### src/rtl/link_monitor_pkg.sv
// Shared types and helpers for the board-to-board link supervisor.
// Optional statistics output is enabled with LINK_MONITOR_STATS_EN (see link_monitor).
package link_monitor_pkg;

    typedef enum logic [1:0] {
        DISCONNECTED = 2'd0,
        SYNCING      = 2'd1,
        CONNECTED    = 2'd2,
        LOST         = 2'd3
    } link_state_t;

    localparam logic [2:0] HB_OPCODE = 3'b111;

    function automatic int ms_to_ticks(input int clk_hz, input int ms);
        return clk_hz / 1000 * ms;
    endfunction

endpackage

### src/rtl/link_timer.sv
// Enable/clear counter that flags the cycle it reaches LIMIT; either wraps to zero
// (periodic tick) or saturates at LIMIT (silence detector).
module link_timer
    import link_monitor_pkg::*;
#(
    parameter int LIMIT = 10,
    parameter int W     = 4,
    parameter bit WRAP  = 1'b1
) (
    input  logic clk,
    input  logic rst_n,
    input  logic en,
    input  logic clr,
    output logic hit
);

    localparam logic [W-1:0] LAST = W'(LIMIT - 1);
    localparam logic [W-1:0] TOP  = W'(LIMIT);

    logic [W-1:0] count;

    // Saturated counts keep hit asserted so a held-off timeout is not missed.
    assign hit = en && !clr && (count >= LAST);

    always_ff @(posedge clk or negedge rst_n) begin
        if (!rst_n) begin
            count <= '0;
        end else if (clr) begin
            count <= '0;
        end else if (hit) begin
            count <= WRAP ? '0 : TOP;
        end else if (en) begin
            count <= count + 1'b1;
        end
    end

endmodule

### src/rtl/link_monitor.sv
// Board-to-board UART link supervisor: heartbeat generation, sequence tracking, timeout.
// Define LINK_MONITOR_STATS_EN to add the seq_err_cnt output.
//
//   state        | meaning
//   DISCONNECTED | no link; waiting for any heartbeat
//   SYNCING      | counting consecutive in-sequence heartbeats
//   CONNECTED    | link up; only silence drops it
//   LOST         | one-cycle link_lost pulse, then DISCONNECTED
module link_monitor
    import link_monitor_pkg::*;
#(
    parameter int CLK_HZ       = 65_000_000,
    parameter int HB_PERIOD_MS = 100,
    parameter int TIMEOUT_MS   = 500,
    parameter int LOCK_COUNT   = 3
) (
    input  logic       clk,
    input  logic       rst_n,
    input  logic       enable,
    input  logic       rx_valid,
    input  logic [7:0] rx_byte,
    input  logic       hb_grant,
    output logic       hb_req,
    output logic [7:0] hb_data,
    output logic       connected,
    output logic       link_lost,
    output logic [1:0] link_state
`ifdef LINK_MONITOR_STATS_EN
    ,
    output logic [7:0] seq_err_cnt
`endif
);

    localparam int HB_TICKS = ms_to_ticks(CLK_HZ, HB_PERIOD_MS);
    localparam int TO_TICKS = ms_to_ticks(CLK_HZ, TIMEOUT_MS);
    localparam int HB_W     = $clog2(HB_TICKS + 1);
    localparam int TO_W     = $clog2(TO_TICKS + 1);
    localparam int LOCK_W   = $clog2(LOCK_COUNT + 1);

    logic        hb_hit;
    logic        rx_timeout;
    logic [4:0]  tx_seq;
    logic        hb_rx;
    logic        in_seq;
    logic [4:0]  payload;

    link_state_t       state_q, state_d;
    logic [LOCK_W-1:0] lock_q, lock_d, lock_inc;
    logic [4:0]        exp_q, exp_d;

    // The heartbeat timer is frozen while a byte is pending, so grant and expiry never collide.
    link_timer #(.LIMIT(HB_TICKS), .W(HB_W), .WRAP(1'b1)) u_hb_timer (
        .clk   (clk),
        .rst_n (rst_n),
        .en    (enable && !hb_req),
        .clr   (!enable),
        .hit   (hb_hit)
    );

    link_timer #(.LIMIT(TO_TICKS), .W(TO_W), .WRAP(1'b0)) u_rx_timer (
        .clk   (clk),
        .rst_n (rst_n),
        .en    (enable),
        .clr   (!enable || rx_valid),
        .hit   (rx_timeout)
    );

    always_ff @(posedge clk or negedge rst_n) begin
        if (!rst_n) begin
            hb_req  <= 1'b0;
            hb_data <= 8'h00;
            tx_seq  <= 5'd0;
        end else if (!enable) begin
            hb_req <= 1'b0;
        end else if (hb_req) begin
            if (hb_grant) begin
                hb_req <= 1'b0;
                tx_seq <= tx_seq + 5'd1;
            end
        end else if (hb_hit) begin
            hb_req  <= 1'b1;
            hb_data <= {tx_seq, HB_OPCODE};
        end
    end

    assign payload  = rx_byte[7:3];
    assign hb_rx    = rx_valid && (rx_byte[2:0] == HB_OPCODE);
    assign in_seq   = (payload == exp_q);
    assign lock_inc = lock_q + 1'b1;

    always_comb begin
        state_d = state_q;
        lock_d  = lock_q;
        exp_d   = exp_q;
        if (!enable) begin
            state_d = DISCONNECTED;
            lock_d  = '0;
        end else begin
            case (state_q)
                DISCONNECTED: begin
                    if (hb_rx) begin
                        lock_d  = LOCK_W'(1);
                        exp_d   = payload + 5'd1;
                        state_d = (LOCK_COUNT <= 1) ? CONNECTED : SYNCING;
                    end
                end
                SYNCING: begin
                    if (hb_rx) begin
                        exp_d = payload + 5'd1;
                        if (in_seq) begin
                            lock_d = lock_inc;
                            if (lock_inc >= LOCK_W'(LOCK_COUNT)) begin
                                state_d = CONNECTED;
                            end
                        end else begin
                            lock_d = LOCK_W'(1);
                        end
                    end else if (rx_timeout) begin
                        state_d = DISCONNECTED;
                        lock_d  = '0;
                    end
                end
                CONNECTED: begin
                    if (hb_rx) begin
                        exp_d = payload + 5'd1;
                    end else if (rx_timeout) begin
                        state_d = LOST;
                    end
                end
                LOST: begin
                    state_d = DISCONNECTED;
                    lock_d  = '0;
                end
                default: begin
                    state_d = DISCONNECTED;
                    lock_d  = '0;
                end
            endcase
        end
    end

    always_ff @(posedge clk or negedge rst_n) begin
        if (!rst_n) begin
            state_q   <= DISCONNECTED;
            lock_q    <= '0;
            exp_q     <= 5'd0;
            connected <= 1'b0;
            link_lost <= 1'b0;
        end else begin
            state_q   <= state_d;
            lock_q    <= lock_d;
            exp_q     <= exp_d;
            connected <= (state_d == CONNECTED);
            link_lost <= (state_d == LOST);
        end
    end

    assign link_state = state_q;

`ifdef LINK_MONITOR_STATS_EN
    logic seq_err;

    assign seq_err = enable && hb_rx && !in_seq &&
                     ((state_q == SYNCING) || (state_q == CONNECTED));

    always_ff @(posedge clk or negedge rst_n) begin
        if (!rst_n) begin
            seq_err_cnt <= 8'h00;
        end else if (state_q == LOST) begin
            seq_err_cnt <= 8'h00;
        end else if (seq_err && (seq_err_cnt != 8'hFF)) begin
            seq_err_cnt <= seq_err_cnt + 8'h01;
        end
    end
`endif

endmodule

### config.mk
export PLATFORM = sky130hd
export DESIGN_NAME = link_monitor
export DESIGN_NICKNAME = d
export VERILOG_FILES = /design/src/rtl/link_monitor_pkg.sv /design/src/rtl/link_timer.sv /design/src/rtl/link_monitor.sv
export SDC_FILE = /design/constraint.sdc
export NUM_CORES = 1
export LEC_CHECK = 0
export ABC_AREA = 1
export ABC_CLOCK_PERIOD_IN_PS = 1900
export CORE_MARGIN = 3
export CORE_UTILIZATION = 60
export CTS_CLUSTER_DIAMETER = 50
export DETAILED_ROUTE_END_ITERATION = 10
export PLACE_DENSITY = 0.88
export SYNTH_ARGS = -nofsm -noshare
export SYNTH_HDL_FRONTEND = slang
export SYNTH_SLANG_ARGS = --single-unit
### constraint.sdc
create_clock -name clk -period 1.9 [get_ports clk]
set_clock_uncertainty 0.05 [all_clocks]
set_input_delay 0.38 -clock clk [delete_from_list [all_inputs] [get_ports clk]]
set_output_delay 0.38 -clock clk [all_outputs]
set_load 0.02 [all_outputs]
; Word level (Yosys, flattened, before mapping)
; Cells that the tools add are included.
[totals]
reg_bits = 73
latchBits = 0
ramBits = 0
romBits = 0
in_bits = 13
out_inout_bits = 13
memories = 0
[op_classes]
addsub = 5
multipliers = 0
div_mod_pow = 0
order_cmp = 3
eq_ne = 11
shift = 0
mux = 25
bitwise_logic = 1
reduce_logical = 17
[ops]
columns = cell, n
row1 = 25-bit 2-to-1 mux, 3
row2 = 23-bit 2-to-1 mux, 3
row3 = 2-bit 2-to-1 mux, 13
row4 = "25-bit by 1-bit adder with 25-bit output, second input constant", 1
row5 = "25-bit >= comparator, second input constant", 1
row6 = "23-bit by 1-bit adder with 23-bit output, second input constant", 1
row7 = "23-bit >= comparator, second input constant", 1
row8 = 3-bit AND reduction, 4
row9 = "5-bit by 1-bit adder with 5-bit output, second input constant", 2
row10 = "2-bit equality test, second input constant", 4
row11 = 2-bit one-hot mux with 4 select lines, 1
row12 = 1-bit logical AND, 6
row13 = 2-bit one-hot mux with 3 select lines, 1
row14 = 5-bit equality test, 1
row15 = 1-bit 2-to-1 mux, 4
row16 = "4-bit by 1-bit != test with 1-bit output, second input constant", 1
row17 = "4-bit != test, second input constant", 1
row18 = "3-bit equality test, second input constant", 1
row19 = 1-bit zero test, 3
row20 = "3-bit by 1-bit != test with 1-bit output, second input constant", 1
row21 = "3-bit != test, second input constant", 1
row22 = 3-bit nonzero test, 1
row23 = 3-bit OR reduction, 1
row24 = "2-bit by 1-bit adder with 2-bit output, second input constant", 1
row25 = 5 further kinds, 5

; Logic depth before layout (Yosys ltp)
; Gate-level depths: netlist of run 1.
[logic_depth]
depth_word = 10
ltp_mapped = 12
mapped_depth_nobuf = 12

; Hierarchy
; A second synthesis of run 1 with hierarchy kept.
[hier_totals]
hier_cells = 715
area_unflattened_um2 = 4917.2
[by_module_without_submodules]
columns = module, instances, cells_each, area_each_um2
row1 = link_timer at u_rx_timer, 1, 294, 1960.6
row2 = link_timer at u_hb_timer, 1, 268, 1706.6
row3 = link_monitor, 1, 153, 1249.9

; Least setup slack after synthesis of run 1
; OpenSTA, ideal clock, no wires.
[synth_timing]
path_type = reg-to-reg
from = register u_hb_timer.count[0]
to = register u_hb_timer.count[11]
setup_time_ps = 142
t_arrival_ps = 1530
path_slack_ps = 178
stages_incl_launch_ff = 10
period_less_slack_ps = 1722
path_cell_list = dfrtp_1 -> ha_1 -> nand2_2 -> nor2_4 -> nand4_1 -> nor3_4 -> nor2_4 -> nand2_4 -> buf_12 -> o22ai_2
[synth_between]
elab_chain_cells = 4
elab_cells_between_ends = 7
cone_classes = add/sub: 1 / order compare: 1 / eq/ne: 1 / mux: 3 / reduce/logical: 1
[synth_lines]
columns = element, line
row1 = from (decl), link_timer.sv:20  ; logic [W-1:0] count;
row2 = from (signal assigned), link_timer.sv:31  ; count <= WRAP ? '0 : TOP;
row3 = from (signal assigned), link_timer.sv:33  ; count <= count + 1'b1;
row4 = 23-bit by 1-bit adder with 23-bit output / 23-bit >= comparator (equally long branches), "link_timer.sv:33, link_timer.sv:23"
row5 = 23-bit 2-to-1 mux / 1-bit logical AND (equally long branches), "link_timer.sv:32, link_timer.sv:23"
row6 = 23-bit 2-to-1 mux, link_timer.sv:30  ; end else if (hit) begin
row7 = 23-bit 2-to-1 mux, link_timer.sv:28  ; end else if (clr) begin
; Several ways; a longest one is shown, not always the timed one. The select of a mux whose other input is x is not followed.
; A chain may end at the register's enable or synchronous reset.

; Worst setup path in the final report of run 1
[layout_timing]
from = register u_hb_timer.count[1]
to = register u_hb_timer.count[16]
; Same word-level chain as after synthesis.

==> results of run 1 <==
[layout by cell type (no fill, tap or decap), types with 7 or more instances in the layout]
cell and count:
nand4_1 24, a21oi_1 8, clkdlybuf4s50_1 22, dfrtp_1 68
o22ai_2 10, xor2_1 30, xnor2_1 8, nand2_2 7
nor2_1 57, inv_1 64, nand2_1 111, o21ai_0 27
nand3_1 34, buf_4 28, nor3_1 13, clkbuf_8 9
[through the flow]
step                cells  utilization, %  cell area [um2]  setup TNS [ps]
finish                698            75.6             5220               0
global route          698            75.6             5220            -262
CTS                   694            74.1             5120               0
detailed placement    678            70.3             4850            -123
global placement      678            70.3             4850               0
floorplan             539               -             4330               0
[logic make-up after synthesis]
logic type,after synthesis
simple gates,284
buf+inv,79
flops,71
compound gates,62
xor+xnor,38
fa+ha+maj,5
[what timing repair did]
action | 4_1_cts | 5_1_grt
gates resized for setup | 1 | 20
buffers inserted | 0 | 4
pin swaps | 0 | 3
setup endpoints to repair | 1 | 29
[how the worst max path moves through the flow]
stage                            to  cells after the start
2_1_floorplan  u_hb_timer.count[11]                      9
5_1_grt        u_hb_timer.count[14]                      9
6_report       u_hb_timer.count[16]                     10
4_1_cts        u_hb_timer.count[18]                      8
3_3_place_gp          link_state[0]                     11
3_5_place_dp          link_state[0]                     11
[critical path, cell delays in order (launching register included)]
cell and delay [ps]:
dfrtp_1 440, buf_4 170, nand3_4 100, nor2_4 40, or2_1 230, nand3_2 100
nand3_4 90, nor2_4 200, buf_6 150, nand3_1 70, o21ai_0 170
[layer usage]
layer  vias up  wire length, um  GRT usage (%)  share of wire, %
met5         -                0              0                 0
met4         0              299           9.67               2.8
met3        35              498           4.81               4.6
met2       130             5700           46.7                53
met1      1869             4350           32.9                40
li1       1887                -              -                 -
[layout make-up]
| type | count | area (um2) | share of cell area (%) |
|---|---|---|---|
| clock buffer | 9 | 124 | 2.37 |
| clock inverter | 7 | 145 | 2.78 |
| inverter | 70 | 263 | 5.03 |
| multi-input combinational | 389 | 2290 | 43.8 |
| sequential | 71 | 1780 | 34.1 |
| tap | 96 | 120 | 2.30 |
| timing repair buffer | 56 | 499 | 9.57 |
[power breakdown]
group / leakage [nW] / total (mW) / switching [mW] / internal (mW)
logic: 1.21 / 0.221 / 0.123 / 0.0983
clock network: 0.130 / 1.62 / 0.609 / 1.01
registers: 0.963 / 1.58 / 0.0318 / 1.54
total: 2.30 / 3.41 / 0.764 / 2.65
[state kept, by name, summed over array words and instances, names as in the netlist]
register          count
hb_data               6
hb_req                1
lock_q                2
u_hb_timer.count     23
link_lost             1
tx_seq                5
exp_q                 5
u_rx_timer.count     25
link_state            2
connected             1
==> impl_results.md, run 1 <==
- Max-cap violations: 0
- Initial antenna violation count: 0
- DP Worst Slack: -70.2 ps
- Top cell type's share of synthesized area: 41.0%
- Clock buffer depth: 2
- CP startpoint kind: flip-flop
- Syn Nets: 557
- Ant. Diodes: 0
- Fmax: approximately 530 MHz
- Total GRT Usage: 26.7%
- Xor and xnor area share after synthesis: 7.68%
- Synth Instances: ~540
- # port buffers: 25
- Synth cell count leaders: nand2_1 (112), dfrtp_1 (71), inv_1 (64)
- CTS tree: done
- Largest net degree at the start of global routing: 72
- Hold Path Class: in2async
- CTS H-tree depth: 3
- GR Overflow Total: 0
- Post-layout nets: around 620
- Register area share after synthesis: 41.0%
- Global-route wire length before repair: 18000 um
- PnR worst setup slack: between 20 and 30 ps
- Mean Syn Cell Area: around 8.0 um2
- Launching point of the worst reg2reg path: u_hb_timer.count[1]
- Status: complete, but fails checks
- Worst vdd ir: 0.530 mV
- Power Density: between 600 and 700 mW/mm2
- Area contributors post-synth: dfrtp_1 (41%), nand2_1 (9.7%), xor2_1 (6.1%)
- Reg2reg setup slack: 30 ps
- Kind of critical path: reg2reg
- Final Cycle Share: between 90% and 100%
- GP Congestion: 0.948
- CTS Hold Bufs: 0
- Fillers: 506
- Largest area contributor in the netlist: dfrtp_1
- CTS root buffer: clkbuf_8
- Worst-skew pair later-pin latency: 360 ps
- Number of vias per cell: 5.62
- Critical Path End Type: flip-flop
- Violated checks: negative hold slack
- Min Tclk post-route: around 1900 ps
- Clock Pin Slew Worst Setup and Hold Paths: 80 ps
- Number of enable flip-flop cells after synthesis: 0
- WL final: 10800 um
- Pre-Repair DR Iteration Count: 5
- Worst R2R End: u_hb_timer.count[16]
- Slew Viols, Final: 0
- Die area: about 0.0083 mm2
- FFs w/ async S/R, synth: 100%
- Post-Synth Adder-Cell Area: under 10%
- Core Box Area: just under 0.007 mm2
- Register bit count reported by yosys: 71
- Synth unique cells: 43
- I/O pins: 26
- Synth warn: 0
- Minimum hold slack: -13.2 ps
- Crit-path max FO: 5
- Area added between synthesis and finish: 20.4%
- Worst Path Required: 2120 ps
- Wire per inst: 15.5 um
- Dpl hpwl: 7680 um
- Largest family of logic cells by synthesized area: simple AND/OR/NAND/NOR gates
- Number of buffers created by CTS: 9
- Final setup vio count: 0
- Leakage power total: 2.30 nW
- Crit path launch: u_hb_timer.count[1]
- Slew headroom: 64.2%
- Compound-Gate Fraction of Synth Area: about 9.8%
- Overall Power: 3.41 mW
- Reg2reg path depth: 10
- Layout cells sized above 1: 17.4%
- Number of global-route vias before repair: 3853
- Remaining DRCs: 0
- Row count: 30
- RSZ-0062 raised after global routing: yes
- Synthesized area: 0.00433 mm2
- Initial Utilization: 62.8%
- Starting DRT DRC Count: 257
- Worst EP arrival: 2100 ps
- Top_reg_cell synth: dfrtp_1
- Mux contribution to synthesized area: 0%
- Sink Count: between 70 and 80
- Die span in y: about 91 um
- Antenna Nets Post-Route: 0
- Final hold violation count: 20
- Die X: 91.0 um
- Count leader, synth: nand2_1
- Slew @ Worst Pin: 533 ps
- Post-synthesis simple-gate area fraction: 32.6%
- Total number of vias: just under 4000
Power figures use the tool's default switching activity.
==> run 2: changes to the inputs <==
- HOLD_SLACK_MARGIN: not set -> 0.06
==> run 2 against run 1 <==
Against the previous run: the flow now finishes without violations; critical path depth unchanged; register-to-register slack hardly changed; clock power hardly changed; largest power group unchanged; cell area increased by 0.19%.
==> impl_results.md, run 2 (same netlist as run 1, synthesis figures left out) <==
- CTS tree: done
- Layout cells sized above 1: 17.4% (-0.029 points)
- Number of vias per cell: 5.64 (+0.39%)
- Minimum hold slack: 434 ps (+447 ps)
- GP Congestion: 0.948 (unchanged)
- # port buffers: 25 (unchanged)
- Number of buffers created by CTS: 9 (unchanged)
- DP Worst Slack: -70.2 ps (unchanged)
- Routed met1 length: 4420 um (+1.7%)
- Sink Count: 71 (unchanged)
- CTS root buffer: clkbuf_8
- Worst EP arrival: 2100 ps (about the same)
- GR Overflow Total: 0 (unchanged)
- CTS H-tree depth: 3 (unchanged)
- Total number of vias: 3942 (+0.54%)
- Max-cap violations: 0 (unchanged)
- CP startpoint kind: flip-flop
- Wire per inst: 15.6 um (+0.23%)
- I/O pins: 26 (unchanged)
- Total GRT Usage: 26.7% (unchanged)
- Initial antenna violation count: 0 (unchanged)
- Hold Crit Endpoint: lock_q[1]
- Placed insts: 678 (unchanged)
- PnR worst setup slack: 20.8 ps (-5.86 ps)
- Final std cells w/o fill: 699 (+0.14%)
- Top sig layer: met4
- Metal2 WL: 5690 um (-0.12%)
- Clock Pin Slew Worst Setup and Hold Paths: 80 ps (about the same)
- Area added between synthesis and finish: 20.6%
- Met3 routed WL: 456 um (-8.4%)
- Clock buffer depth: 2 (unchanged)
- Fmax: 532 MHz (-0.31%)
- Final Cycle Share: 98.9% (+0.31 points)
- Worst R2R End: u_hb_timer.count[16]
- Hold Path Class: reg2reg
- Critical Path End Type: flip-flop
- Largest regs: u_rx_timer.count (25), u_hb_timer.count (23), hb_data (6)
- Pre-Repair DR Iteration Count: 5 (unchanged)
- Final hold violation count: 0 (-100%)
- Die area: 0.00828 mm2 (unchanged)
- Crit-path max FO: 5 (unchanged)
- Max reg flops: 25 (unchanged)
- Final setup vio count: 0 (unchanged)
- Slew Viols, Final: 0 (unchanged)
- Worst vdd ir: 0.531 mV (+0.35%)
- Slew @ Worst Pin: 533 ps (+0.399 ps)
- Kind of critical path: reg2reg
- Worst Path Required: 2130 ps (about the same)
- Launching point of the worst reg2reg path: u_hb_timer.count[1]
- Reg2reg setup slack: 20 ps (about the same)
- Commonest non-fill, non-tap cell in the layout: nand2_1
- Min Tclk post-route: 1880 ps (+5.86 ps)
- Post-layout nets: 616 (+0.16%)
- Largest Register: u_rx_timer.count
- Antenna Nets Post-Route: 0 (unchanged)
- Largest net degree at the start of global routing: 72 (unchanged)
- Hold depth: 2
- Status: finished, final reports clean
- Die span in y: 91.0 um (unchanged)
- Initial Utilization: 62.8% (unchanged)
- WL final: 10900 um (+0.38%)
- Worst Hold Launch: lock_q[1]
- Slew headroom: 64.2% (about the same)
- Global-route wire length before repair: 18000 um (unchanged)
- Number of global-route vias before repair: 3853 (unchanged)
- RSZ-0062 raised after global routing: yes
- Die X: 91.0 um (unchanged)
- Remaining DRCs: 0 (unchanged)
- Power Density: 654 mW/mm2 (about the same)
- Reg2reg path depth: 10 (unchanged)
- Leakage power total: 2.30 nW (+0.18%)
- Starting DRT DRC Count: 271 (+5.4%)
- Core Box Area: 0.00691 mm2 (unchanged)
- Dpl hpwl: 7680 um (unchanged)
- Worst-skew pair later-pin latency: 360 ps (about the same)
- Ant. Diodes: 0 (unchanged)
- Leading cell types in the layout, fill and taps excluded: nand2_1 (111), dfrtp_1 (68), inv_1 (64)
- Row count: 30 (unchanged)
[run 2: worst max-delay path by stage]
stage	startpoint	endpoint	slack (ps)	cells after the start
global placement	rx_byte[3]	link_state[0]	20	11
CTS	u_hb_timer.count[0]	u_hb_timer.count[18]	4	8
detailed placement	rx_byte[3]	link_state[0]	-70	11
floorplan	u_hb_timer.count[0]	u_hb_timer.count[11]	180	9
finish	u_hb_timer.count[1]	u_hb_timer.count[16]	20	10
global route	u_hb_timer.count[1]	u_hb_timer.count[14]	-50	9
[run 2: stage by stage]
step | utilization [%] | power [mW] | setup TNS, ps | cell area (um2)
5_1_grt | 75.7 | 3.54 | -262 | 5230
3_5_place_dp | 70.3 | 1.81 | -123 | 4850
6_report | 75.7 | 3.42 | 0 | 5230
3_3_place_gp | 70.3 | 1.80 | 0 | 4850
2_1_floorplan | - | 1.70 | 0 | 4330
4_1_cts | 74.3 | 3.42 | 0 | 5130
[run 2: repair_timing]
item	CTS	global route
hold buffers	1	0
gates resized for setup	1	20
pin swaps	0	3
gates cloned	0	0
buffers inserted	0	4
endpoints found under the setup margin	1	29
endpoints found under the hold margin	71	0
[run 2: cell type report]
| class | instances | area (um2) |
|---|---|---|
| Timing Repair Buffer | 57 | 509 |
| Fill cell | 505 | 1680 |
| Clock buffer | 9 | 124 |
| Inverter | 70 | 263 |
| Sequential cell | 71 | 1780 |
| Clock inverter | 7 | 145 |
| Tap cell | 96 | 120 |
| Multi-Input combinational cell | 389 | 2290 |
[run 2: per-layer routing]
layer / vias up / GRT usage [%]
met3: 35 / 4.72
li1: 1889 / -
met5: - / 0
met2: 123 / 46.7
met1: 1895 / 32.9
met4: 0 / 9.67
[run 2: worst max-delay path, stage by stage, from the launching register on]
cell     delay [ps]
dfrtp_1         440
buf_4           170
nand3_4         100
nor2_4           40
or2_1           230
nand3_2         100
nand3_4          90
nor2_4          200
buf_6           150
nand3_1          70
o21ai_0         170
[run 2: where the power goes]
| part | switching [mW] | internal, mW | total, mW |
|---|---|---|---|
| Sequential | 0.0321 | 1.54 | 1.58 |
| Clock | 0.612 | 1.01 | 1.62 |
| Combinational | 0.123 | 0.0996 | 0.223 |
| Total | 0.767 | 2.65 | 3.42 |
==> run 3: changes to the inputs <==
- CELL_PAD_IN_SITES_DETAIL_PLACEMENT: not set -> 1
- CELL_PAD_IN_SITES_GLOBAL_PLACEMENT: not set -> 2
- CORE_UTILIZATION: 60 -> 36
==> run 3 against run 2 <==
Against the previous run: fmax grew 1.7%; via count shrank 2.2%; critical endpoint is now hb_data[2]; utilization shrank 29 points; register-to-register slack gained 30 ps; non-clock buffer count grew 15; worst setup slack gained 32 ps; wire length grew 14%; sequential power is essentially flat.
==> impl_results.md, run 3 (same netlist as run 1, synthesis figures left out) <==
- Initial Utilization: 37.3% (-25 points)
- Total GRT Usage: 19.7% (-7.0 points)
- DP Worst Slack: -61.5 ps (+8.68 ps)
- Worst EP arrival: 2030 ps (-70 ps)
- Worst path bufs/invs: 2 (unchanged)
- Clock Pin Slew Worst Setup and Hold Paths: 60 ps (-20 ps)
- Initial antenna violation count: 0 (unchanged)
- Met3 routed WL: 291 um (-36%)
- CTS root buffer: clkbuf_16
- Clock buffer depth: 2 (unchanged)
- WL final: 12400 um (+14%)
- Starting DRT DRC Count: 176 (-35%)
- CTS tree: done
- Core Box Area: 0.0116 mm2 (+68%)
- Max-cap violations: 0 (unchanged)
- Slew @ Worst Pin: 503 ps (-29.9 ps)
- Min Tclk post-route: 1850 ps (-31.6 ps)
- Largest net degree at the start of global routing: 47 (-35%)
- Final Cycle Share: 97.2% (-1.7 points)
- GR Overflow Total: 0 (unchanged)
- I/O pins: 26 (unchanged)
- Number of vias per cell: 5.07 (-10%)
- Power Density: 667 mW/mm2 (+2.1%)
- Ant. Diodes: 0 (unchanged)
- PnR worst setup slack: 52.3 ps (+31.6 ps)
- Worst-skew pair later-pin latency: 340 ps (-20 ps)
- Leading cell types in the layout, fill and taps excluded: nand2_1 (112), dfrtp_1 (66), inv_1 (63)
- Critical Path End Type: flip-flop
- CP max-delay cell: dfrtp_1
- Top sig layer: met4
- Hold Path Class: reg2reg
- Final setup vio count: 0 (unchanged)
- Total number of vias: 3856 (-2.2%)
- Commonest non-fill, non-tap cell in the layout: nand2_1
- Final hold violation count: 0 (unchanged)
- Wire per inst: 16.3 um (+4.5%)
- Die X: 116 um (+27%)
- Remaining DRCs: 0 (unchanged)
- Peak per-stage delay on the critical path: 410 ps (-30 ps)
- Largest Register: u_rx_timer.count
- Post-layout nets: 631 (+2.4%)
- Sink Count: 71 (unchanged)
- Antenna Nets Post-Route: 0 (unchanged)
- CTS H-tree depth: 3 (unchanged)
- Number of global-route vias before repair: 4052 (+5.2%)
- Leakage power total: 2.43 nW (+5.3%)
- Status: finished, final reports clean
- Dpl hpwl: 9320 um (+21%)
- Metal2 WL: 6380 um (+12%)
- RSZ-0062 raised after global routing: yes
- Largest regs: u_rx_timer.count (25), u_hb_timer.count (23), hb_data (6)
- Worst vdd ir: 0.381 mV (-28%)
- Row count: 39 (+30%)
- Critical Path, Cell by Cell: ha_2, nand2_2, nor2_4, nand4_1, nor3_4, buf_4, o21ai_4, inv_2, or2_1
- Layout cells sized above 1: 20.2% (+2.8 points)
- Pre-Repair DR Iteration Count: 4 (-1)
- Slew headroom: 66.1% (+2.0 points)
- Number of buffers created by CTS: 9 (unchanged)
- # port buffers: 25 (unchanged)
- Global-route wire length before repair: 20700 um (+15%)
- Die area: 0.0134 mm2 (+62%)
- Family with the most delay on the worst path: simple AND/OR/NAND/NOR gates
- Fmax: 541 MHz (+1.7%)
- Area added between synthesis and finish: 25.5%
- Max reg flops: 25 (unchanged)
- Die span in y: 116 um (+27%)
- Crit-path max FO: 9 (+4)
- Slew Viols, Final: 0 (unchanged)
- GP Congestion: 0.850 (-10%)
- Routed met1 length: 5580 um (+26%)
- Overall Power: 3.63 mW (+6.2%)
- Kind of critical path: reg2reg
- CP startpoint kind: flip-flop
- Worst Path Required: 2080 ps (-50 ps)
## run 3: final cells by class
type                       instances  area, um2
clock buffer                       9        225
fill                            1454       6170
timing repair buffer              72        621
tap                              143        179
sequential                        71       1780
clock inverter                     7       87.6
inverter                          70        263
multi-input combinational        389       2280
## run 3: worst paths after layout
check                                     from                   to  slack [ps]  cells after the start
hold reg to reg                     hb_data[3]           hb_data[3]         430                      2
setup / recovery           u_hb_timer.count[0]           hb_data[2]          50                      9
max in group asynchronous                rst_n  u_rx_timer.count[8]         750                      3
min in group asynchronous                rst_n            lock_q[1]         460                      2
hold / removal                      hb_data[3]           hb_data[3]         430                      2
setup reg to reg           u_hb_timer.count[0]           hb_data[2]          50                      9
## run 3: stage by stage
step | hold WS, ps | utilization (%) | cells | setup TNS [ps] | area (um2)
after floorplan | 34.4 | - | 539 | 0 | 4330
after global placement | 273 | 43.1 | 738 | 0 | 5010
after detailed placement | 283 | 43.1 | 738 | -128 | 5010
after CTS | 432 | 46.0 | 755 | 0 | 5340
after global routing | 455 | 46.9 | 761 | -56.5 | 5440
final | 428 | 46.9 | 761 | 0 | 5440
## run 3: timing repair
action                                  4_1_cts  5_1_grt
hold buffers                                  1        0
endpoints found under the hold margin        25        0
buffers inserted                              0        6
endpoints found under the setup margin        3       33
gates resized for setup                       1       20
gates cloned                                  0        0
pin swaps                                     0        3
## run 3: per-layer routing
layer  global-route usage, %  vias up
met3                    3.76       14
met2                    33.7       34
met5                       0        -
met4                    5.10        0
li1                        -     1914
met1                    25.7     1894
## run 3: where the power goes
group | internal [mW] | switching (mW) | total (mW)
clock | 1.14 | 0.689 | 1.83
sequential | 1.55 | 0.0270 | 1.57
combinational | 0.0992 | 0.130 | 0.229
## run 3: tightest hold or removal path, stage by stage (launching register included)
cell,delay [ps]
dfrtp_1,340
nand2_1,50
nand2_1,50
